===== src/rtl/int_ctrl_if.sv =====
// Interrupt sequencer <-> CPU fetch/PC stage bundle.
// master: the interrupt unit; slave: the CPU side.
interface int_ctrl_if #(
    parameter int PC_W  = 8,
    parameter int CCR_W = 4
);
    logic             int_sig;
    logic             pipe_busy;
    logic [PC_W-1:0]  pc_ret;
    logic [CCR_W-1:0] ccr_in;
    logic             rti_ex;
    logic [PC_W-1:0]  vec_data;
    logic             flush;
    logic             stall_fetch;
    logic             vec_rd;
    logic [PC_W-1:0]  vec_addr;
    logic             pc_load;
    logic [PC_W-1:0]  pc_load_val;
    logic             ccr_restore;
    logic [CCR_W-1:0] ccr_restore_val;
    logic             in_isr;

    modport master (
        input  int_sig, pipe_busy, pc_ret, ccr_in, rti_ex, vec_data,
        output flush, stall_fetch, vec_rd, vec_addr, pc_load,
        output pc_load_val, ccr_restore, ccr_restore_val, in_isr
    );

    modport slave (
        output int_sig, pipe_busy, pc_ret, ccr_in, rti_ex, vec_data,
        input  flush, stall_fetch, vec_rd, vec_addr, pc_load,
        input  pc_load_val, ccr_restore, ccr_restore_val, in_isr
    );
endinterface


===== src/rtl/int_ctrl_unit.sv =====
// Interrupt sequencer: edge capture, flush, vector fetch, PC/CCR shadow, RTI.
// INT_CCR_SAVE_EN: when defined, CCR is shadowed on entry and restored on RTI.
module int_ctrl_unit #(
    parameter int              PC_W     = 8,
    parameter int              CCR_W    = 4,
    parameter logic [PC_W-1:0] VEC_ADDR = 8'h01
) (
    input  logic       clk,
    input  logic       rstn,
    int_ctrl_if.master bus
);
    typedef enum logic [2:0] {
        IDLE, FLUSH, VEC, LOAD, ISR, RET
    } state_t;

    state_t          state;
    logic            int_q;
    logic            pending;
    logic [PC_W-1:0] saved_pc;
    logic            flush_q;
    logic            stall_q;
    logic            vec_rd_q;
    logic            pc_load_q;
    logic            in_isr_q;
    logic            edge_det;
    logic            go;

    assign edge_det = bus.int_sig & ~int_q;
    assign go       = (pending | edge_det) & ~bus.pipe_busy;

    always_ff @(posedge clk) begin
        if (!rstn) begin
            state     <= IDLE;
            int_q     <= 1'b1;
            pending   <= 1'b0;
            saved_pc  <= '0;
            flush_q   <= 1'b0;
            stall_q   <= 1'b0;
            vec_rd_q  <= 1'b0;
            pc_load_q <= 1'b0;
            in_isr_q  <= 1'b0;
        end else begin
            int_q     <= bus.int_sig;
            // set wins over the clear in LOAD
            pending   <= (pending & (state != LOAD)) | edge_det;
            flush_q   <= 1'b0;
            stall_q   <= 1'b0;
            vec_rd_q  <= 1'b0;
            pc_load_q <= 1'b0;
            in_isr_q  <= 1'b0;
            unique case (state)
                IDLE: if (go) begin
                    state    <= FLUSH;
                    saved_pc <= bus.pc_ret;
                    flush_q  <= 1'b1;
                    stall_q  <= 1'b1;
                end
                FLUSH: begin
                    state    <= VEC;
                    stall_q  <= 1'b1;
                    vec_rd_q <= 1'b1;
                end
                VEC: begin
                    state     <= LOAD;
                    pc_load_q <= 1'b1;
                end
                LOAD: begin
                    state    <= ISR;
                    in_isr_q <= 1'b1;
                end
                ISR: begin
                    in_isr_q <= 1'b1;
                    if (bus.rti_ex) begin
                        state     <= RET;
                        pc_load_q <= 1'b1;
                        flush_q   <= 1'b1;
                    end
                end
                RET: state <= IDLE;
                default: state <= IDLE;
            endcase
        end
    end

`ifdef INT_CCR_SAVE_EN
    logic [CCR_W-1:0] saved_ccr;
    logic             restore_q;

    always_ff @(posedge clk) begin
        if (!rstn) begin
            saved_ccr <= '0;
            restore_q <= 1'b0;
        end else begin
            if (state == IDLE && go)
                saved_ccr <= bus.ccr_in;
            restore_q <= (state == ISR) && bus.rti_ex;
        end
    end

    assign bus.ccr_restore     = restore_q;
    assign bus.ccr_restore_val = restore_q ? saved_ccr : '0;
`else
    wire unused_ccr = ^bus.ccr_in;

    assign bus.ccr_restore     = 1'b0;
    assign bus.ccr_restore_val = '0;
`endif

    // vec_data is only valid during LOAD, so the value mux stays combinational
    always_comb begin
        bus.pc_load_val = '0;
        if (pc_load_q)
            bus.pc_load_val = (state == RET) ? saved_pc : bus.vec_data;
    end

    assign bus.flush       = flush_q;
    assign bus.stall_fetch = stall_q;
    assign bus.vec_rd      = vec_rd_q;
    assign bus.vec_addr    = VEC_ADDR;
    assign bus.pc_load     = pc_load_q;
    assign bus.in_isr      = in_isr_q;
endmodule


===== src/flat_wrapper.sv =====
// flat-port wrapper written by rule: the top's interface ports become plain ports
module int_ctrl_unit_flat 
#(
    parameter int              PC_W     = 8,
    parameter int              CCR_W    = 4,
    parameter logic [PC_W-1:0] VEC_ADDR = 8'h01
)
  (clk, rstn, bus_int_sig, bus_pipe_busy, bus_pc_ret, bus_ccr_in, bus_rti_ex, bus_vec_data, bus_flush, bus_stall_fetch, bus_vec_rd, bus_vec_addr, bus_pc_load, bus_pc_load_val, bus_ccr_restore, bus_ccr_restore_val, bus_in_isr);
  int_ctrl_if #(.PC_W(PC_W), .CCR_W(CCR_W)) bus_i ();
  input  logic clk;
  input  logic rstn;
  input wire logic [$bits(bus_i.int_sig)-1:0] bus_int_sig;
  input wire logic [$bits(bus_i.pipe_busy)-1:0] bus_pipe_busy;
  input wire logic [$bits(bus_i.pc_ret)-1:0] bus_pc_ret;
  input wire logic [$bits(bus_i.ccr_in)-1:0] bus_ccr_in;
  input wire logic [$bits(bus_i.rti_ex)-1:0] bus_rti_ex;
  input wire logic [$bits(bus_i.vec_data)-1:0] bus_vec_data;
  output wire logic [$bits(bus_i.flush)-1:0] bus_flush;
  output wire logic [$bits(bus_i.stall_fetch)-1:0] bus_stall_fetch;
  output wire logic [$bits(bus_i.vec_rd)-1:0] bus_vec_rd;
  output wire logic [$bits(bus_i.vec_addr)-1:0] bus_vec_addr;
  output wire logic [$bits(bus_i.pc_load)-1:0] bus_pc_load;
  output wire logic [$bits(bus_i.pc_load_val)-1:0] bus_pc_load_val;
  output wire logic [$bits(bus_i.ccr_restore)-1:0] bus_ccr_restore;
  output wire logic [$bits(bus_i.ccr_restore_val)-1:0] bus_ccr_restore_val;
  output wire logic [$bits(bus_i.in_isr)-1:0] bus_in_isr;
  assign bus_i.int_sig = bus_int_sig;
  assign bus_i.pipe_busy = bus_pipe_busy;
  assign bus_i.pc_ret = bus_pc_ret;
  assign bus_i.ccr_in = bus_ccr_in;
  assign bus_i.rti_ex = bus_rti_ex;
  assign bus_i.vec_data = bus_vec_data;
  assign bus_flush = bus_i.flush;
  assign bus_stall_fetch = bus_i.stall_fetch;
  assign bus_vec_rd = bus_i.vec_rd;
  assign bus_vec_addr = bus_i.vec_addr;
  assign bus_pc_load = bus_i.pc_load;
  assign bus_pc_load_val = bus_i.pc_load_val;
  assign bus_ccr_restore = bus_i.ccr_restore;
  assign bus_ccr_restore_val = bus_i.ccr_restore_val;
  assign bus_in_isr = bus_i.in_isr;
  int_ctrl_unit #(.PC_W(PC_W), .CCR_W(CCR_W), .VEC_ADDR(VEC_ADDR)) u_core (.clk(clk), .rstn(rstn), .bus(bus_i));
endmodule

===== config.mk =====
export PLATFORM = sky130hd
export DESIGN_NAME = int_ctrl_unit_flat
export DESIGN_NICKNAME = d
export VERILOG_FILES = /design/src/rtl/int_ctrl_if.sv /design/src/rtl/int_ctrl_unit.sv /design/src/flat_wrapper.sv
export SDC_FILE = /design/constraint.sdc
export NUM_CORES = 1
export LEC_CHECK = 0
export CORE_MARGIN = 2
export CORE_UTILIZATION = 43
export CTS_BUF_LIST = sky130_fd_sc_hd__clkbuf_4
export DETAILED_ROUTE_END_ITERATION = 8
export PLACE_DENSITY_LB_ADDON = 0.05
export SYNTH_ARGS = -nofsm -noshare
export SYNTH_HDL_FRONTEND = slang
export SYNTH_SLANG_ARGS = --single-unit

===== constraint.sdc =====
create_clock -name clk -period 3.2 [get_ports clk]
set_input_delay 0.8 -clock clk [delete_from_list [all_inputs] [get_ports clk]]
set_output_delay 0.8 -clock clk [all_outputs]
set_load 0.005 [all_outputs]

# [Word level (Yosys, flattened, before mapping)]
# Index checks and enable logic that the tools add are counted.
[totals] out_inout_bits=26 ff_bits=18
[classes] reduce_logical=4 mux=12 bitwise_logic=7 n_eq_ne=8
[op_table] op="$mux W8" n=2
[op_table] op="$pmux W3 S5" n=1
[op_table] op="$eq A3 B2 Y1 const B" n=2
[op_table] op="$eq A3 B3 Y1 const B" n=2
[op_table] op="$mux W3" n=2
[op_table] op="$pmux W1 S2" n=3
[op_table] op="$mux W1" n=4
[op_table] op="$reduce_and A2 Y1" n=2
[op_table] op="$and A1 B1 Y1" n=3
[op_table] op="$eq A3 B1 Y1 const B" n=1
[op_table] op="$logic_not A3 Y1" n=1
[op_table] op="$ne A3 B2 Y1 const B" n=1
[op_table] op="$ne A2 B1 Y1 const B" n=1
[op_table] op="$ne A2 B2 Y1 const B" n=1
[op_table] op="$not A1 Y1" n=2
[op_table] op="$or A1 B1 Y1" n=2
[op_table] op="$reduce_or A2 Y1" n=1

# [Depth between registers and ports, before layout]
# Gate-level depths: netlist of run 1.
[logic_depth] depth_word=6 ltp_mapped=4 ltp_nobuf=3

# [Worst setup path after synthesis of run 1]
# OpenSTA, ideal clock, no wires.
[synth_path] kind="input -> output" startpoint="in bus_vec_data[0]" endpoint="out bus_pc_load_val[0]" stages=2 slack_ps=1427 n_path_buf=0 t_arrival_ps=973 cell_sequence="mux2i_1 > nor2b_1"
[synth_via] elab_chain_cells=2
[synth_lines] element="start, declared" line_no="flat_wrapper.sv:17" rtl="input wire logic [$bits(bus_i.vec_data)-1:0] bus_vec_data;"
[synth_lines] element="$mux W8" line_no="int_ctrl_unit.sv:113" rtl="bus.pc_load_val = (state == RET) ? saved_pc : bus.vec_data;"
[synth_lines] element="$mux W8" line_no="int_ctrl_unit.sv:112" rtl="if (pc_load_q)"
[synth_lines] element="end, declared" line_no="flat_wrapper.sv:23" rtl="output wire logic [$bits(bus_i.pc_load_val)-1:0] bus_pc_load_val;"
# No other way between the ends.

# [Worst setup path in the final report of run 1]
[layout_path] startpoint="reg u_core.state[2]" endpoint="out bus_pc_load_val[4]"
[layout_via] elab_chain_cells=3
[layout_lines] element="start, declared" line_no="int_ctrl_unit.sv:16" rtl="state_t state;"
[layout_lines] element="start signal, assigned" line_no="int_ctrl_unit.sv:33" rtl="state <= IDLE;"
[layout_lines] element="start signal, assigned" line_no="int_ctrl_unit.sv:53" rtl="state <= FLUSH;"
[layout_lines] element="start signal, assigned" line_no="int_ctrl_unit.sv:59" rtl="state <= VEC;"
[layout_lines] element="$eq A3 B3 Y1" line_no="int_ctrl_unit.sv:113"
[layout_lines] element="$mux W8" line_no="int_ctrl_unit.sv:113"
[layout_lines] element="$mux W8" line_no="int_ctrl_unit.sv:112"
# No other way between the ends.

==> results.json, run 1 <==
{
  "clk_pin_slew_ns": 0.10,
  "place_congestion": 0.760,
  "num_vias": 724,
  "cts_sinks": 18,
  "critical_path.slowest_cell": "clkdlybuf4s50_1",
  "dieWidth_um": 50.7,
  "dr.pass1.iters": 4,
  "grt.overflow.total": 0,
  "hold_buffers": 0,
  "setup_viol": 0,
  "fin_util_pct": 62.9,
  "pin_count": 51,
  "rsz0062_at_grt": "false",
  "synth_top_area_share_pct": 38.5,
  "cts_buffer_depth": 2,
  "worst_pin_slew_ns": 0.520,
  "cp_data_required_time_ns": 2.40,
  "wl_per_cell_um": 10.5,
  "cts_tree": "done",
  "layout.cells.non_filler": 162,
  "cts_buffers": 3,
  "grt_pass1_vias": 694,
  "dieArea_sq_um": 2570,
  "final_cell_mix": "33 x clkdlybuf4s50_1, 19 x nand2_1, 18 x dfxtp_1, 17 x mux2i_1, 13 x conb_1",
  "fin_total_pwr_mw": 0.436,
  "ys_seq_elements": 18,
  "relSlewSlack_pct": 65.2,
  "start_kind": "flip-flop",
  "start_util_pct": 46.8,
  "fin_ws_ns": 0.358,
  "drt.antenna.violating_nets": 0,
  "viasPerCell": 4.47,
  "cp-end-kind": "output pin",
  "insertedDiodeCount": 0,
  "placed_cells": 158,
  "finalNetCount": 161,
  "drive_above_1_share_pct": 5.93,
  "grt_pass1_wl_mm": 2.87,
  "synth_warnings": 0,
  "grtUsageTotal_pct": 14.4,
  "synth.distinct_cells": 21,
  "critPathKind": "reg -> out",
  "h-tree-depth": 1,
  "clock_latency_ns": 0.28,
  "cts_resized": 0,
  "hold_viol_final": 0,
  "first_iter_violations": 5,
  "maxCapViolations": 0,
  "hpwlAfterDp_mm": 1.37,
  "root_buffer": "clkbuf_4",
  "final.period_utilization_pct": 88.8,
  "timing.final.crit_period_ns": 2.84,
  "hold_ws_ns": 0.466,
  "ys_seq_area_share_pct": 38.5,
  "synth_area_per_cell_sq_um": 9.18,
  "netlist_instances": 102,
  "synth_area_sq_um": 936,
  "outcome": "complete, no violations",
  "vdd_drop_max_mv": 0.240,
  "fmax_mhz": 352,
  "synthTopCellsByArea": "dfxtp_1 39%, mux2i_1 18%, buf_4 10%",
  "placed_cell_area_sq_um": 1230,
  "worstPathCellList": "nand3b_1 -> mux2i_1 -> nor2b_1 -> clkdlybuf4s50_1",
  "rows": 16,
  "leakage_nw": 0.581,
  "critPathMaxStageDelay_ns": 0.52,
  "hp-class": "reg -> reg",
  "largest_reg_flops": 8,
  "port-buffer-count": 33,
  "fin_area_sq_um": 1260,
  "final_common_cell": "clkdlybuf4s50_1",
  "crit_path_max_fanout": 8,
  "cts_setup_buffers": 0,
  "tns_ns": 0,
  "wirelength_mm": 1.71,
  "drc": 0,
  "drv_slew": 0,
  "post-place-ws_ns": 0.437,
  "die_y_um": 50.7,
  "top_regs": "u_core.saved_pc x8, u_core.state x3",
  "yosys.area.top_type": "dfxtp_1",
  "antenna_found_initial": 0,
  "core_sq_um": 2000,
  "regMostFlops": "u_core.saved_pc",
  "powerDensity_nw_per_um2": 346,
  "fin_worst_skew_ns": 0.00556,
  "syn2layout_area_growth_pct": 34.5,
  "worstPathArrival_ns": 2.04,
  "grt_max_degree": 13
}
## cells in the mapped netlist
cell,count
nand3b_1,2
nand2_1,19
buf_6,1
conb_1,2
xnor2_1,1
nand2b_1,3
nor2b_1,9
a21oi_1,3
o211ai_4,1
nor3b_1,1
a21boi_0,2
nor2_2,1
buf_4,13
clkbuf_1,2
mux2i_1,17
o21ai_0,1
nor2b_4,1
nor2_1,3
and2b_2,1
o21bai_1,1
dfxtp_1,18
## critical path, delay by kind of cell, from the launching register on
family / cells / cell delay [ns]
buffers and inverters: 1 / 0.52
DFF: 1 / 0.47
muxes: 1 / 0.23
and+or+nand+nor: 2 / 0.54
## where the power goes
group | internal [mW] | switching [mW] | leakage (nW)
clock network | 0.0452 | 0.0646 | 0.0154
logic | 0.0505 | 0.0309 | 0.419
registers | 0.235 | 0.00969 | 0.146
total | 0.331 | 0.105 | 0.581
## worst paths after layout
check / startpoint / to / slack, ns / cells after the start
max: u_core.state[2]$_SDFFE_PN0P_ / bus_pc_load_val[4] / 0.36 / 4
min reg2reg: u_core.saved_pc[1]$_SDFFE_PN0P_ / u_core.saved_pc[1]$_SDFFE_PN0P_ / 0.47 / 2
max reg2reg: u_core.state[2]$_SDFFE_PN0P_ / u_core.saved_pc[4]$_SDFFE_PN0P_ / 2.09 / 3
min: u_core.saved_pc[1]$_SDFFE_PN0P_ / u_core.saved_pc[1]$_SDFFE_PN0P_ / 0.47 / 2
## cells by family after synthesis
logic type	after synthesis	synth area share [%]
simple gates	40	22.3
other cells	2	0.802
flops	18	38.5
buf+inv	16	12.4
xor+xnor	1	0.936
compound gates	8	6.82
mux	17	18.2
## layer usage
layer / vias up / track usage (%) / wire length, um
met3: 0 / 2.98 / 101
met2: 26 / 27.6 / 874
li1: 373 / - / -
met1: 325 / 15.7 / 731
met5: - / 0 / 0
met4: 0 / 4.05 / 0
## final cells by class
class	count	area, sq um
clock buffers	3	22.5
clock inverters	1	3.75
fillers	175	743
multi-input cells	79	500
flip-flops and latches	18	360
well taps	27	33.8
repair buffers	34	338
Power figures use the tool's default switching activity.
==> inputs of run 2 (changes only) <==
ABC_AREA = 1   (was unset)
CELL_PAD_IN_SITES_DETAIL_PLACEMENT = 0   (was unset)
CELL_PAD_IN_SITES_GLOBAL_PLACEMENT = 1   (was unset)
CORE_MARGIN = unset   (was 2)
CORE_UTILIZATION = 29   (was 43)
==> results.json, run 2 <==
{
  "start_kind": "input port",
  "fin_worst_skew_ns": 0.000485,
  "critPathKind": "in -> out",
  "fin_ws_ns": 0.445,
  "synthSimpleGateAreaFrac_pct": 37.1,
  "ys_top_cells_by_count": "23 x nand2_1, 19 x nor2_1, 18 x dfxtp_1",
  "drt-met1-wl_mm": 1.04,
  "rsz0062_at_grt": "false",
  "route.met3.wl_um": 142,
  "powerDensity_nw_per_um2": 415,
  "synth_top_area_share_pct": 36.2,
  "worstPathArrival_ns": 1.95,
  "rows": 20,
  "yosys.area.top_type": "dfxtp_1",
  "worst_pin_slew_ns": 0.501,
  "clk_pin_slew_ns": 0.10,
  "core_sq_um": 3150,
  "cts_buffer_depth": 2,
  "fin_area_sq_um": 1340,
  "drc": 0,
  "synth-main-ff-cell": "dfxtp_1",
  "first_iter_violations": 29,
  "async_flop_share_pct": 0,
  "grtUsageTotal_pct": 12.9,
  "vdd_drop_max_mv": 0.284,
  "timing.final.crit_period_ns": 2.75,
  "final_cell_mix": "33 x clkdlybuf4s50_1, 23 x nand2_1, 19 x nor2_1, 18 x dfxtp_1",
  "hold-path-cell-count": 2,
  "hpwlAfterDp_mm": 1.70,
  "top_regs": "u_core.saved_pc x8, u_core.state x3",
  "synth_area_sq_um": 995,
  "cp-startpoint": "bus_vec_data[0]",
  "dieWidth_um": 60.6,
  "dieArea_sq_um": 3670,
  "die_y_um": 60.6,
  "num_vias": 888,
  "placed_cells": 212,
  "insertedDiodeCount": 0,
  "grt_max_degree": 14,
  "post-place-ws_ns": 0.457,
  "timing.rr.end": "u_core.saved_pc[0]$_SDFFE_PN0P_",
  "grt_pass1_wl_mm": 3.55,
  "grt.overflow.total": 0,
  "setup_viol": 0,
  "fin_total_pwr_mw": 0.555,
  "finalNetCount": 198,
  "cts_resized": 0,
  "synth_top_family_by_area": "simple AND/OR/NAND/NOR gates",
  "synth_warnings": 0,
  "regMostFlops": "u_core.saved_pc",
  "hold_start": "u_core.pending$_SDFF_PN0_",
  "root_buffer": "clkbuf_4",
  "clock_latency_ns": 0.28,
  "maxCapViolations": 0,
  "synth.distinct_cells": 21,
  "wl_per_cell_um": 9.74,
  "h-tree-depth": 1,
  "reg2reg_setup_slack_ns": 1.98,
  "cts_sinks": 18,
  "final_common_cell": "clkdlybuf4s50_1",
  "yosys.cell_count.top_type": "nand2_1",
  "final.period_utilization_pct": 86.1,
  "synth-edff-count": 0,
  "grt_pass1_vias": 828,
  "layout.cells.non_filler": 216,
  "synth_compound_area_share_pct": 8.30,
  "synth_area_per_cell_sq_um": 7.16,
  "met2_length_um": 903,
  "outcome": "complete, no violations",
  "start_util_pct": 31.5,
  "synth_xor_area_share_pct": 0,
  "hold_viol_final": 0,
  "synthTopCellsByArea": "dfxtp_1 36%, buf_4 11%, nand2_1 8.7%",
  "crit_path_max_fanout": 1,
  "dr.pass1.iters": 4,
  "wirelength_mm": 2.10,
  "hold_ws_ns": 0.472,
  "top_layer_used": "met4",
  "cp-end-kind": "output pin",
  "ys_seq_elements": 18,
  "cts_tree": "done",
  "synth_adder_area_share_pct": 0,
  "pin_count": 51,
  "hold_end": "u_core.pending$_SDFF_PN0_",
  "port-buffer-count": 33,
  "relSlewSlack_pct": 66.6,
  "r2r-start": "u_core.state[2]$_SDFFE_PN0P_",
  "cts_buffers": 3,
  "netlist_instances": 139,
  "leakage_nw": 0.583,
  "placed_cell_area_sq_um": 1310,
  "drt.antenna.violating_nets": 0,
  "tns_ns": 0,
  "antenna_found_initial": 0,
  "drv_slew": 0,
  "hp-class": "reg -> reg",
  "syn2layout_area_growth_pct": 34.6,
  "cts_setup_buffers": 0,
  "drive_above_1_share_pct": 9.88,
  "ys_seq_area_share_pct": 36.2,
  "fmax_mhz": 363,
  "r2r_cells": 5,
  "hold_buffers": 0,
  "fill_cells": 353,
  "fin_util_pct": 42.5,
  "largest_reg_flops": 8,
  "place_congestion": 0.692,
  "cp_data_required_time_ns": 2.40,
  "viasPerCell": 4.11,
  "synth.area.mux_share_pct": 0
}
[run 2: cell count changes after synthesis, sizes merged, moves of 2 or more]
cell / change
nor2: +18
mux2i: -17
inv: +16
nand3: +11
a21oi: +10
nor2b: -10
nand2: +9
nand4: +9
nand2b: -3
a21boi: -2
nand3b: -2
[run 2: logic make-up (layout without fill, tap and decap cells)]
logic type / after synthesis / after routing
other: 2 / 13
buffers and inverters: 32 / 54
and+or+nand+nor: 71 / 71
DFF: 18 / 18
AOI/OAI and AO/OA: 16 / 16
[run 2: area by class of cell]
type / instances / area, sq um / area share [%]
Clock buffer: 3 / 22.5 / 1.68
Multi-Input combinational cell: 100 / 500 / 37.4
Tap cell: 44 / 55.1 / 4.11
Clock inverter: 1 / 3.75 / 0.280
Inverter: 17 / 66.3 / 4.95
Timing Repair Buffer: 33 / 330 / 24.7
Sequential cell: 18 / 360 / 26.9
[run 2: per-layer routing]
metal  global-route usage, %  up-vias
met2                    20.7       35
met5                       0        -
li1                        -      481
met1                    16.7      370
met4                    4.87        0
met3                    2.99        2
[run 2: worst max-delay path by stage]
stage                              end
floorplan           bus_pc_load_val[0]
finish              bus_pc_load_val[0]
detailed placement  bus_pc_load_val[4]
global route        bus_pc_load_val[6]
global placement    bus_pc_load_val[1]
CTS                 bus_pc_load_val[4]
[run 2: critical path, stage by stage]
cell and delay [ns]:
clkdlybuf4s50_1 0.46, nand2_1 0.05, a21oi_1 0.13, clkdlybuf4s50_1 0.52
[run 2: report_power, final]
group | leakage, nW | internal (mW) | switching, mW
Clock | 0.0154 | 0.0453 | 0.0680
Sequential | 0.147 | 0.246 | 0.0156
Combinational | 0.420 | 0.0798 | 0.101
Total | 0.583 | 0.371 | 0.184
